File: config.mk
export PLATFORM = sky130hd
export DESIGN_NAME = keypad_scanner
export DESIGN_NICKNAME = d
export VERILOG_FILES = /design/src/rtl/keypad_scanner.sv
export SDC_FILE = /design/constraint.sdc
export NUM_CORES = 1
export LEC_CHECK = 0
export BUFFER_PORTS_ARGS = -buffer_cell sky130_fd_sc_hd__buf_2
export CAP_MARGIN = 20
export CORE_ASPECT_RATIO = 0.7
export CORE_MARGIN = 1
export CORE_UTILIZATION = 45
export DETAILED_ROUTE_END_ITERATION = 8
export GPL_TIMING_DRIVEN = 0
export PLACE_DENSITY = 0.69
export SKIP_LAST_GASP = 1
export SLEW_MARGIN = 10
export SYNTH_ARGS = -nofsm -noshare
export SYNTH_HDL_FRONTEND = slang
export SYNTH_SLANG_ARGS = --single-unit
export TNS_END_PERCENT = 100
File: constraint.sdc
create_clock -name clk -period 2.7 [get_ports clk]
set_input_delay 0.27 -clock clk [delete_from_list [all_inputs] [get_ports clk]]
set_output_delay 0.27 -clock clk [all_outputs]
set_load 0.05 [all_outputs]
File: src/rtl/keypad_scanner.sv
// 4x4 keypad row scanner with press/release debounce.
// Emits one registered ev pulse per keypress with a one-cold {col,row} code.
module keypad_scanner #(
  parameter int SCAN_DIV = 16,
  parameter int DEBOUNCE = 4
) (
  input  logic       clk,
  input  logic       reset,
  input  logic [3:0] kp_col_n,
  output logic [3:0] kp_row_n,
  output logic [3:0] col,
  output logic [3:0] row,
  output logic       ev
);

  localparam int DIV_W = $clog2(SCAN_DIV);
  localparam int CNT_W = $clog2(DEBOUNCE + 1);
  localparam logic [DIV_W-1:0] DIV_LAST = DIV_W'(SCAN_DIV - 1);
  localparam logic [CNT_W-1:0] CNT_LAST = CNT_W'(DEBOUNCE - 1);

  localparam logic [1:0] S_SCAN    = 2'd0;
  localparam logic [1:0] S_DEB     = 2'd1;
  localparam logic [1:0] S_PRESSED = 2'd2;
  localparam logic [1:0] S_HOLD    = 2'd3;

  logic [1:0]       state_q, state_d;
  logic [DIV_W-1:0] div_q, div_d;
  logic [CNT_W-1:0] cnt_q, cnt_d;
  logic [3:0]       row_n_q, row_n_d;
  logic [3:0]       cap_col_q, cap_col_d;
  logic [3:0]       col_q, col_d;
  logic [3:0]       row_q, row_d;
  logic             ev_q, ev_d;

  logic       sample;
  logic       valid;
  logic [3:0] row_rot;

  assign sample  = (div_q == DIV_LAST);
  assign valid   = $onehot(~kp_col_n);
  assign row_rot = {row_n_q[0], row_n_q[3:1]};

  always_comb begin
    div_d     = sample ? '0 : div_q + 1'b1;
    state_d   = state_q;
    cnt_d     = cnt_q;
    row_n_d   = row_n_q;
    cap_col_d = cap_col_q;
    col_d     = col_q;
    row_d     = row_q;
    ev_d      = 1'b0;
    unique case (state_q)
      S_SCAN: begin
        if (sample) begin
          if (valid) begin
            cap_col_d = kp_col_n;
            cnt_d     = '0;
            state_d   = S_DEB;
          end else begin
            row_n_d = row_rot;
          end
        end
      end
      S_DEB: begin
        if (sample) begin
          if (kp_col_n == cap_col_q) begin
            if (cnt_q == CNT_LAST) begin
              state_d = S_PRESSED;
              ev_d    = 1'b1;
              col_d   = cap_col_q;
              row_d   = row_n_q;
            end else begin
              cnt_d = cnt_q + 1'b1;
            end
          end else begin
            state_d = S_SCAN;
            row_n_d = row_rot;
          end
        end
      end
      S_PRESSED: begin
        cnt_d   = '0;
        state_d = S_HOLD;
      end
      S_HOLD: begin
        // Any closed contact restarts the release count, even another key.
        if (sample) begin
          if (kp_col_n == 4'hF) begin
            if (cnt_q == CNT_LAST) begin
              state_d = S_SCAN;
              col_d   = 4'hF;
              row_d   = 4'hF;
              row_n_d = row_rot;
            end else begin
              cnt_d = cnt_q + 1'b1;
            end
          end else begin
            cnt_d = '0;
          end
        end
      end
      default: state_d = S_SCAN;
    endcase
  end

  always_ff @(posedge clk) begin
    if (reset) begin
      state_q   <= S_SCAN;
      div_q     <= '0;
      cnt_q     <= '0;
      row_n_q   <= 4'b0111;
      cap_col_q <= 4'hF;
      col_q     <= 4'hF;
      row_q     <= 4'hF;
      ev_q      <= 1'b0;
    end else begin
      state_q   <= state_d;
      div_q     <= div_d;
      cnt_q     <= cnt_d;
      row_n_q   <= row_n_d;
      cap_col_q <= cap_col_d;
      col_q     <= col_d;
      row_q     <= row_d;
      ev_q      <= ev_d;
    end
  end

  assign kp_row_n = row_n_q;
  assign col      = col_q;
  assign row      = row_q;
  assign ev       = ev_q;

endmodule

==> impl.org, run 1 <==
** Status
- Status :: finished, final reports clean

** Power and ir drop
- Power spread over the standard cell area amounts to 461 mW/mm2.
- Summed over all cells, the static leakage comes to 0.000625 uW.
- Peak ir drop on the vdd network :: 0.000387 V
- Clock power share :: 36.2%
- Sw Share :: 21.7%
- Sum of internal, switching and leakage power :: 684 uW
- The analysis attributes to net switching a power of 148 uW.
- Per report_power, the sequential group accounts for 57.2% of the total.
- Internal power comes to 536 uW.
- Per report_power, the combinational group accounts for 6.5% of the total.

** Routing
- After detailed routing, the number of remaining DRC violations is 0.
- Before antenna repair, the detailed router went through 6 iterations.
- In the final routed layout, each cell accounts on average for 14.0 um.
- For this block, the initial DRC count from the detailed router was 66.
- The count of nets left with antenna violations once routing finished came out at 0.
- Final Routed Wirelength :: 2780 um
- In the routed layout, each cell is associated on average with a via count of 5.50.
- Total vias in the final route :: 1094

** Timing
- Post-layout min period :: 2.43 ns
- Final critical-path share of the clock period :: 89.9%
- At the pin with the least slew margin, the transition time is 0.444 ns.
- Maximum clock frequency :: 412 MHz
- Unrepaired setup endpoints after global routing :: no
- Setup slack of the critical path after layout :: 0.274 ns
- The final number of hold-violating endpoints is 0.
- Headroom to the max-slew limit came out at 70.1%.
- The total count of max-transition violations in the final report came to 0.
- Worst setup skew after layout :: 0.00191 ns
- Setup violations remaining at the end of the flow were counted as 0.

** Worst setup path
- Startpoint type of the worst setup path :: input pin
- In this run the worst path has a maximum fanout of 7.
- Among all stages on the critical path, the largest delay is contributed by fa_1.
- Maximum single-stage delay on the critical path :: 0.53 ns
- Buffers plus inverters on the worst setup path :: 2
- Critical path data arrival time :: 2.60 ns
- In this design, the critical path's most frequently occurring cell is ha_1.
- Walking the worst path, the cells encountered are buf_2 > fa_1 > inv_1 > ha_1 > ha_1 > nor3b_1 > and2_1 > o21ba_2 > a21oi_1 > a311oi_1.
- STA classifies the critical path endpoint as a flop.
- Required arrival time at the worst endpoint :: 2.88 ns
- By startpoint and endpoint, the worst setup path is classified as input pin to flop.
- Broken down by cell family, the worst path's largest delay share belongs to adder cells.

** Yosys
- Share of async-settable or async-resettable flops after synthesis :: 0%
- Area share of the leading cell type in the synthesized netlist :: 40.0%
- Counting instances in the post-synthesis netlist gives the leading cell types as dfxtp_1, nor2_1, ha_1, nor3_1, inv_1.
- Counting every net in the synthesized netlist gives 160.
- The largest total area in the synthesized netlist belongs to dfxtp_1.
- Synthesized area per cell :: 9.03 um2
- Yosys attributes the largest share of cell area to dfxtp_1, ha_1, nor2_1.
- Post-synth cell types :: 36
- Among all flip-flop cells after synthesis, the most frequent one is dfxtp_1.
- Area of the mapped netlist :: 0.00130 mm2
- Post-Syn Instances :: 144
- Number of synthesized register bits :: 26
- The Yosys step of the flow raised 0 warnings.
- Most used standard cell by instance count after synthesis :: dfxtp_1
- Sequential area share after synthesis :: 40.0%
- Yosys mapped a number of flops with a built-in enable equal to 0.

** Run
- Max-cap violations in this run came to 0.

** Clock tree
- Clock Sinks :: 26
- In this run, post-CTS hold repair placed 0 buffers.
- Clock-pin slew was measured on the worst setup and hold paths at 0.09 ns.
- Clock root buffer master :: clkbuf_8
- CTS tree :: yes
- Buffers inserted during clock tree synthesis total 3.
- Number of gates resized after cts :: 0
- Post-CTS Repair Setup Buffers :: 0
- Bufs on Longest Clock Path :: 2
- CTS H-tree lvls :: 1
- Skew-Pair Late Insertion Delay :: 0.27 ns

** Floorplanning
- In this run the standard cell core region covers 0.00259 mm2.
- Starting density of the core :: 50.2%
- In this run the count of I/O pins placed on the die edge is 19.
- Area enclosed by the die boundary :: 0.00311 mm2
- In this run the core area contains 15 standard-cell rows.
- Die width :: 66.2 um
- Die boundary height :: 47.0 um

** Cells and area
- From synthesis to final layout, the design area changed by 14.1%.
- 0 antenna diodes ended up in the layout.
- After the last flow step, the layout net total stands at 182.
- Fin util :: 57.3%
- Fraction of layout cells with a size suffix above 1 :: 17.0%
- Design area :: 0.00148 mm2

** Placement
- OpenSTA, run right after detailed placement, puts the worst setup slack at -0.102 ns.
- The wire-length estimate of the detail-placed layout is 2060 um.
- The congestion estimate from routability-driven global placement came to 0.823.
- Summing all placed instances gives a cell area of 0.00143 mm2.
- The count of buffers added on input and output ports is 18.

** Global routing
- Vias in the first global route :: 1029
- Summed over all layers, the global routing overflow is 0.
- Entering global routing, the biggest net connects 15 pins.
- Combined global-route utilization of all metal layers :: 20.5%
- First-pass GRT wire length :: 4670 um
- The initial antenna violation count came to 0.

** Hold path
- In this run the worst hold path is classified as input pin to flop.
## state kept, by name (all words and copies together), names as in the netlist, named ones only
name,cells
kp_row_n,4
col,4
cnt_q,3
div_q,4
state_q,1
row,4
ev,1
cap_col_q,4
## per-stage QoR
stage / instances / setup TNS (ns) / hold slack, ns
3_3_place_gp: 196 / -0.149 / 0.471
6_report: 199 / 0 / 0.295
4_1_cts: 200 / 0 / 0.302
3_5_place_dp: 196 / -0.343 / 0.480
5_1_grt: 199 / 0 / 0.301
2_1_floorplan: 144 / 0 / 0.395
## placed cells by master, fill, tap and decap left out, drive strengths merged, types with 2 or more instances in the layout
| cell | n |
|---|---|
| nand3 | 4 |
| a21oi | 5 |
| nor3b | 2 |
| o211ai | 2 |
| nand2 | 6 |
| and3 | 5 |
| ha | 9 |
| clkbuf | 7 |
| a311oi | 2 |
| inv | 8 |
| dfxtp | 26 |
| nor4 | 2 |
| o21bai | 6 |
| mux2i | 6 |
| buf | 19 |
| a211o | 2 |
| o21ai | 6 |
| and2 | 2 |
| nand2b | 3 |
| nor2 | 18 |
| nor3 | 9 |
| xor2 | 5 |
## cell families (layout without fill, tap and decap cells)
| logic type | Yosys count | in the layout | synth area share (%) |
|---|---|---|---|
| compound gates | 28 | 28 | 15.5 |
| xor+xnor | 6 | 6 | 4.04 |
| fa+ha+maj | 10 | 10 | 10.2 |
| buf+inv | 13 | 34 | 4.04 |
| flops | 26 | 26 | 40.0 |
| mux | 6 | 6 | 4.62 |
| simple gates | 55 | 55 | 21.6 |
## routing by layer
metal | global-route usage [%] | part of all wire, %
met4 | 5.53 | 1.3
met3 | 5.83 | 3.7
met1 | 27.0 | 50
met2 | 33.9 | 45
met5 | 0 | 0
## final timing paths
| check | from | to | slack, ns | cells past startpoint |
|---|---|---|---|---|
| hold / removal | reset | kp_row_n[3]$_SDFFE_PP0P_ | 0.29 | 3 |
| setup / recovery | kp_col_n[0] | flop | 0.27 | 10 |
| setup reg to reg | flop | kp_row_n[2]$_SDFFE_PP1P_ | 0.63 | 7 |
| hold reg to reg | div_q[0]$_SDFF_PP0_ | div_q[0]$_SDFF_PP0_ | 0.50 | 1 |
## worst reg2reg max path: stages (launching register included)
cell	delay (ns)
dfxtp_1	0.38
inv_1	0.07
ha_1	0.25
or2_2	0.31
a22oi_1	0.18
nand2_1	0.09
nor3b_2	0.42
mux2i_1	0.29
## power groups by stage
stage | Clock (uW) | Sequential, uW | Combinational (uW)
CTS | 250 | 391 | 45.2
global placement | 0 | 400 | 42.3
finish | 248 | 391 | 44.7
detailed placement | 0 | 400 | 44.9
global route | 265 | 392 | 53.2
floorplan | 0 | 400 | 27.9
## cell type report
cell class              instances  area (um2)
inverters                       8        30.0
repair buffers                 18        90.1
flip-flops and latches         26         520
well taps                      34        42.5
clock buffers                   4        55.1
fillers                       233        1110
plain buffers                   4        18.8
multi-input cells             105         727
No activity file was read; power rests on OpenSTA's default activity.
==> run 2: changes to the inputs <==
--- a/config.mk
+++ b/config.mk
@@ -6,12 +6,13 @@
 export NUM_CORES = 1
 export LEC_CHECK = 0
 export BUFFER_PORTS_ARGS = -buffer_cell sky130_fd_sc_hd__buf_2
-export CAP_MARGIN = 20
+export CAP_MARGIN = 40
 export CORE_ASPECT_RATIO = 0.7
 export CORE_MARGIN = 1
 export CORE_UTILIZATION = 45
 export DETAILED_ROUTE_END_ITERATION = 8
 export GPL_TIMING_DRIVEN = 0
+export HOLD_SLACK_MARGIN = 0.08
 export PLACE_DENSITY = 0.69
 export SKIP_LAST_GASP = 1
 export SLEW_MARGIN = 10
==> constraint.sdc (replaced) <==
create_clock -name clk -period 2.6 [get_ports clk]
set_input_delay 0.26 -clock clk [delete_from_list [all_inputs] [get_ports clk]]
set_output_delay 0.26 -clock clk [all_outputs]
set_load 0.05 [all_outputs]
==> impl.org, run 2 (synthesis results as in run 1) <==
** Power and ir drop
- Sw Share :: 21.7% (about the same)
- Cell-internal power :: 556 uW (+3.8%)
- The worst ir drop on vdd came to 0.000402 V (+3.8%).
- Switching power total :: 154 uW (+3.8%)
- The share of total power in combinational logic was 6.5% (about the same).
- The sequential cell fraction of total power came to 57.2% (about the same).
- The static leakage came to 0.000626 uW (+0.13%).
- The total design power is 710 uW (+3.8%).
- Power per standard cell area :: 478 mW/mm2 (+3.8%)
- The clock network power share is 36.2% (about the same).

** Clock tree
- Post-CTS Repair Setup Buffers :: 0 (unchanged)
- The root buffer cell chosen for the clock tree is clkbuf_8.
- Total CTS buffers :: 3 (unchanged)
- TritonCTS built the clock tree.
- Skew-Pair Late Insertion Delay :: 0.27 ns (about the same)
- Number of gates resized after cts :: 0 (unchanged)
- The quantity of hold-fixing buffers added after cts was 0 (unchanged).
- The clock sink total came to 26 (unchanged).
- The clock transition at the registers of the reported paths was 0.09 ns (about the same).
- CTS H-tree lvls :: 1 (unchanged)
- The buffer levels on the longest clock path was 2 (unchanged).

** Routing
- Number of iterations in the first detailed-routing pass :: 6 (unchanged)
- Via-per-instance ratio :: 5.50 (unchanged)
- Average wire length per cell after detail routing :: 14.0 um (unchanged)
- The violation count after the first detailed-route iteration is 66 (unchanged).
- The wire length after detailed routing came to 2780 um (unchanged).
- The number of design rule violations left after detail routing is 0 (unchanged).
- Antenna Nets Post-Route :: 0 (unchanged)
- Total vias in the final route :: 1094 (unchanged)

** Worst setup path
- Peak fanout along the critical path :: 7 (unchanged)
- Worst R2R End :: kp_row_n[2]$_SDFFE_PP1P_
- The worst setup path is captured at a flop.
- The required time of the worst setup path was 2.78 ns (-0.10 ns).
- Register-to-Register Setup Slack :: 0.53 ns (-0.10 ns)
- STA classifies the critical path startpoint as an input pin.
- The data arrival time at the worst-slack endpoint came to 2.53 ns (-0.07 ns).
- The setup path with the least slack is of type input pin to flop.
- Path depth of the worst reg2reg path :: 7 (unchanged)

** Placement
- DPL Wire Length :: 2060 um (unchanged)
- Placer Congestion :: 0.823 (unchanged)
- The count of input and output buffers came to 18 (unchanged).
- Placed cells :: 196 (unchanged)
- The total cell area at the placement stage was 0.00143 mm2 (unchanged).

** Cells and area
- Fraction of layout cells with a size suffix above 1 :: 17.6% (+0.61 points)
- Leaving out fill and tap cells, the most frequent cell in the layout is dfxtp_1.
- The total number of nets in the final design was 182 (unchanged).
- The post-layout instance area came to 0.00149 mm2 (about the same).
- The layout-stage area growth over the synthesis result came to 14.2% (about the same).
- The fraction of the core area covered by cells at the end of the flow is 57.3% (about the same).
- The non-filler instance count after layout is 199 (unchanged).
- In the layout the commonest cells are dfxtp_1, nor2_1, buf_2, nor3_1, ha_1.
- Final antenna diode count :: 0 (unchanged)
- The number of filler instances in the final layout was 232 (-0.43%).

** Global routing
- Number of antenna violations at the first check in global routing :: 0 (unchanged)
- Vias in the first global route :: 1029 (unchanged)
- Pin count of the biggest net entering global routing :: 15 (unchanged)
- The wire length of the first global-routing pass was 4670 um (unchanged).
- Remaining global-route overflow :: 0 (unchanged)
- Combined global-route utilization of all metal layers :: 20.5% (unchanged)

** Hold path
- Hold Startpoint :: reset
- The hold-critical path depth is 3 (unchanged).
- Worst Hold Path EP :: kp_row_n[3]$_SDFFE_PP0P_
- The tightest min-delay check is of the input pin to flop type.

** Floorplanning
- The number of core rows was 15 (unchanged).
- The chip height came to 47.0 um (unchanged).
- Die width :: 66.2 um (unchanged)
- Area enclosed by the die boundary :: 0.00311 mm2 (unchanged)
- The number of primary I/O pins was 19 (unchanged).
- Placeable Area :: 0.00259 mm2 (unchanged)
- The initial cell density of the core was 50.2% (unchanged).

** Timing
- The total count of max-transition violations in the final report came to 0 (unchanged).
- Slew at the pin closest to its max-slew limit :: 0.444 ns (unchanged)
- The final number of hold-violating endpoints came to 0 (unchanged).
- Count of final setup violators :: 0 (unchanged)
- Relative slew slack :: 70.1% (unchanged)
- Counting I/O delays and the setup requirement, the final critical path takes 2.35 ns.
- Maximum clock frequency :: 425 MHz
- Worst setup skew after layout :: 0.00191 ns (unchanged)
- The final critical path takes up 90.4% of the cycle.
- The smallest hold slack is 0.285 ns (-0.0100 ns).
- Setup repair after global routing left no endpoint under its margin.

** Status
- The flow ran to the end, and the final reports show no timing, DRC or antenna violations.

** Run
- Max-cap check violation count :: 0 (unchanged)
-- run 2: cell counts in the layout (fill, tap and decap cells not counted) --
No cell type changed its count.
-- run 2: cell type report --
type | instances | area (um2) | area share [%]
plain buffers | 4 | 18.8 | 1.26
clock buffers | 4 | 55.1 | 3.71
inverters | 8 | 30.0 | 2.02
multi-input cells | 105 | 728 | 49.0
flip-flops and latches | 26 | 520 | 35.0
well taps | 34 | 42.5 | 2.86
repair buffers | 18 | 90.1 | 6.07
-- run 2: worst max-delay path by stage --
stage                      startpoint                        end  cells past startpoint  slack, ns
after floorplan           kp_col_n[0]  cap_col_q[1]$_SDFFE_PP1P_                      9       0.26
after global placement    kp_col_n[0]  cap_col_q[1]$_SDFFE_PP1P_                     10      -0.15
after detailed placement  kp_col_n[0]  cap_col_q[1]$_SDFFE_PP1P_                     10      -0.19
after CTS                 kp_col_n[0]                       flop                     11       0.08
after global routing      kp_col_n[0]                       flop                     10       0.06
final                     kp_col_n[0]                       flop                     10       0.25
-- run 2: critical path, cell delays in order --
cell and delay, ns:
buf_2 0.13, fa_1 0.53, inv_1 0.04, ha_1 0.18, ha_1 0.27, nor3b_1 0.28, and2_2 0.27, o21ba_2 0.21
a21oi_1 0.09, a311oi_1 0.27
-- run 2: power by group through the flow --
stage	Combinational, uW	Clock, uW	Sequential, uW
floorplan	29.0	0	415
global placement	43.9	0	415
detailed placement	46.6	0	416
CTS	47.0	260	406
global route	55.2	276	407
finish	46.4	257	407
-- run 2: routing by layer --
metal,GRT usage (%),up-vias,wire [um]
met5,0,-,0
met4,5.53,0,36
met3,5.83,6,104
met2,33.9,24,1250
met1,27.0,518,1390
li1,-,546,-
-- run 2: metrics by stage --
step	TNS (ns)	setup WS (ns)
after floorplan	0	0.262
after global placement	-0.599	-0.151
after detailed placement	-0.999	-0.192
after CTS	0	0.0785
after global routing	0	0.0602
final	0	0.250
==> run 3: changes to the inputs <==
--- a/config.mk
+++ b/config.mk
@@ -8,9 +8,10 @@
 export BUFFER_PORTS_ARGS = -buffer_cell sky130_fd_sc_hd__buf_2
 export CAP_MARGIN = 40
 export CORE_ASPECT_RATIO = 0.7
-export CORE_MARGIN = 1
+export CORE_MARGIN = 2
 export CORE_UTILIZATION = 45
 export DETAILED_ROUTE_END_ITERATION = 8
+export GPL_ROUTABILITY_DRIVEN = 0
 export GPL_TIMING_DRIVEN = 0
 export HOLD_SLACK_MARGIN = 0.08
 export PLACE_DENSITY = 0.69
==> impl.org, run 3 (synthesis results as in run 1) <==
** Clock tree
- The root buffer cell chosen for the clock tree is clkbuf_8.
- The post-cts sizing count came to 0 (unchanged).
- TritonCTS built the clock tree.
- The clock transition at the registers of the reported paths is 0.09 ns (about the same).
- Post-CTS Repair Setup Buffers :: 0 (unchanged)
- Skew-Pair Late Insertion Delay :: 0.27 ns (about the same)
- Clock Sinks :: 26 (unchanged)
- CTS H-tree lvls :: 1 (unchanged)
- Bufs on Longest Clock Path :: 2 (unchanged)
- The total CTS buffers is 3 (unchanged).
- The quantity of hold-fixing buffers added after cts was 0 (unchanged).

** Worst setup path
- Buffers plus inverters on the worst setup path :: 3 (+1)
- Critical-path cell with the highest stage delay :: fa_1
- Origin of the worst setup path :: kp_col_n[0]
- Required arrival time at the worst endpoint :: 2.77 ns (about the same)
- The critical path is of the input pin to flop type.
- The maximum fanout encountered on the critical timing path was 7 (unchanged).
- Critical path data arrival time :: 2.59 ns (+0.06 ns)
- Nature of the critical path endpoint :: flop
- The critical path goes through buf_2 > fa_1 > inv_1 > ha_1 > ha_1 > nor3b_2 > and2_1 > clkbuf_1 > o21ba_2 > a21oi_1 > a311oi_1.
- Crit. path cell count :: 11 (+1)
- In this design, the largest share of critical-path delay is due to adder cells.
- The critical path's largest stage delay was 0.54 ns (about the same).
- Path depth of the worst reg2reg path :: 7 (unchanged)
- The worst register-to-register path ends at kp_row_n[2]$_SDFFE_PP1P_.
- The most numerous cell type found on the critical path is ha_1.
- Startpoint type of the worst setup path :: input pin
- Register-to-Register Setup Slack :: 0.60 ns (+0.07 ns)

** Status
- Status :: finished, final reports clean

** Global routing
- The aggregate global-route resource usage came to 18.7% (-1.8 points).
- The via count of the first global-routing pass is 1075 (+4.5%).
- The wire length of the first global-routing pass was 4880 um (+4.4%).
- The maximum number of pins on one net before global-route repair came to 15 (unchanged).
- The total global routing overflow is 0 (unchanged).
- The initial antenna violation count is 0 (unchanged).

** Cells and area
- Most frequent cells in the layout :: dfxtp_1, nor2_1, buf_2, nor3_1, ha_1
- Total area of sequential cells :: 520 um2 (unchanged)
- From synthesis to final layout, the design area changed by 15.0%.
- The post-layout instance area was 0.00150 mm2 (+0.67%).
- Fraction of layout cells with a size suffix above 1 :: 17.5% (-0.11 points)
- The number of filler instances in the final layout came to 266 (+15%).
- Leading cell type in the layout, fill and taps excluded :: dfxtp_1
- Fin util :: 53.7% (-3.6 points)
- The number of antenna cells inserted was 0 (unchanged).
- Area occupied by multi-input gates :: 732 um2 (+0.52%)
- The total number of nets in the final design is 183 (+0.55%).
- The non-filler instance count after layout came to 202 (+1.5%).

** Hold path
- Type of the worst min-delay path :: input pin to flop

** Timing
- The final number of hold-violating endpoints is 0 (unchanged).
- Final number of max-transition violations :: 0 (unchanged)
- Final critical-path share of the clock period :: 93.0% (+2.6 points)
- The accumulated negative setup slack was 0 ns (unchanged).
- The time the final worst path needs with I/O delays and setup came to 2.42 ns (+0.0679 ns).
- Maximum clock frequency :: 414 MHz (-2.8%)
- The maximum clock skew at final layout was 0.00156 ns (-0.000354 ns).
- Slew at the pin closest to its max-slew limit :: 0.478 ns (+0.0337 ns)
- The final-report setup violation count is 0 (unchanged).
- The relative slew slack came to 67.8% (-2.3 points).

** Power and ir drop
- The worst ir drop on vdd was 0.000385 V (-4.2%).
- Sum of internal, switching and leakage power :: 713 uW (+0.40%)
- Power per standard cell area :: 477 mW/mm2 (-0.27%)
- Static power due to leakage :: 0.000629 uW (+0.44%)

** Routing
- Number of DRC violations after detailed routing :: 0 (unchanged)
- The wire length after detailed routing is 2700 um (-2.8%).
- Total vias in the final route :: 1105 (+1.0%)
- First DRT Iteration DRCs :: 50 (-24%)
- Antenna Nets Post-Route :: 0 (unchanged)
- The detailed-route vias per instance is 5.47 (-0.49%).
- The routed length per instance came to 13.4 um (-4.2%).
- The first-pass detailed-route iteration total is 4 (-2).

** Floorplanning
- Area enclosed by the die boundary :: 0.00334 mm2 (+7.4%)
- The number of core rows came to 16 (+1).
- The number of primary I/O pins is 19 (unchanged).
- Die boundary height :: 49.0 um (+4.3%)
- Starting density of the core :: 46.7% (-3.5 points)
- Die width :: 68.2 um (+3.0%)
- Placeable Area :: 0.00278 mm2 (+7.4%)

** Placement
- Placed cells :: 198 (+1.0%)
- Post-DP Area :: 0.00144 mm2 (+0.18%)
- IO Port Bufs :: 18 (unchanged)
- DPL Wire Length :: 2150 um (+4.4%)

** Run
- The number of maximum-capacitance violations came to 0 (unchanged).
==> run 3: cell count changes in the layout (fill, tap and decap cells not counted) <==
cell      delta
nor3b_2      +1
and2_2       -1
and2_1       +1
nor3b_1      -1
clkbuf_1     +1
==> run 3: tightest hold or removal path: stages <==
cell and delay (ns):
buf_2 0.10, nand2b_1 0.09, mux2i_1 0.06
==> run 3: worst min-delay path by stage <==
stage                                startpoint                        end  slack (ns)  cells past startpoint
after detailed placement  cnt_q[2]$_SDFFE_PP0P_      cnt_q[2]$_SDFFE_PP0P_        0.48                      1
after global routing                      reset   kp_row_n[3]$_SDFFE_PP0P_        0.30                      3
after global placement      div_q[0]$_SDFF_PP0_        div_q[0]$_SDFF_PP0_        0.47                      1
after floorplan                     kp_col_n[3]  cap_col_q[3]$_SDFFE_PP1P_        0.39                      2
final                                     reset   kp_row_n[3]$_SDFFE_PP0P_        0.29                      3
after CTS                                 reset   kp_row_n[3]$_SDFFE_PP0P_        0.29                      3
==> run 3: layout make-up <==
type	count	area share [%]
plain buffers	5	1.51
well taps	36	3.01
multi-input cells	105	49.0
inverters	8	2.01
flip-flops and latches	26	34.8
clock buffers	4	3.68
repair buffers	18	6.03
==> run 3: through the flow <==
step           setup WS, ns  hold WS [ns]
2_1_floorplan         0.262         0.385
3_3_place_gp        -0.0799         0.466
3_5_place_dp         -0.191         0.480
4_1_cts              0.0861         0.290
5_1_grt            -0.00601         0.297
6_report              0.182         0.288
==> run 3: where the power goes <==
part,switching (uW),leakage (uW),internal [uW],total [uW]
sequential,4.44,0.000211,402,407
combinational,27.1,0.000389,20.4,47.6
clock,124,0.0000288,135,259
total,155,0.000629,558,713
==> run 3: per-layer routing <==
layer	up-vias	GRT usage (%)	part of all wire, %
met5	-	0	0
met4	0	2.00	0
met3	0	4.16	3.8
met2	20	31.4	47
met1	534	25.4	49
li1	551	-	-
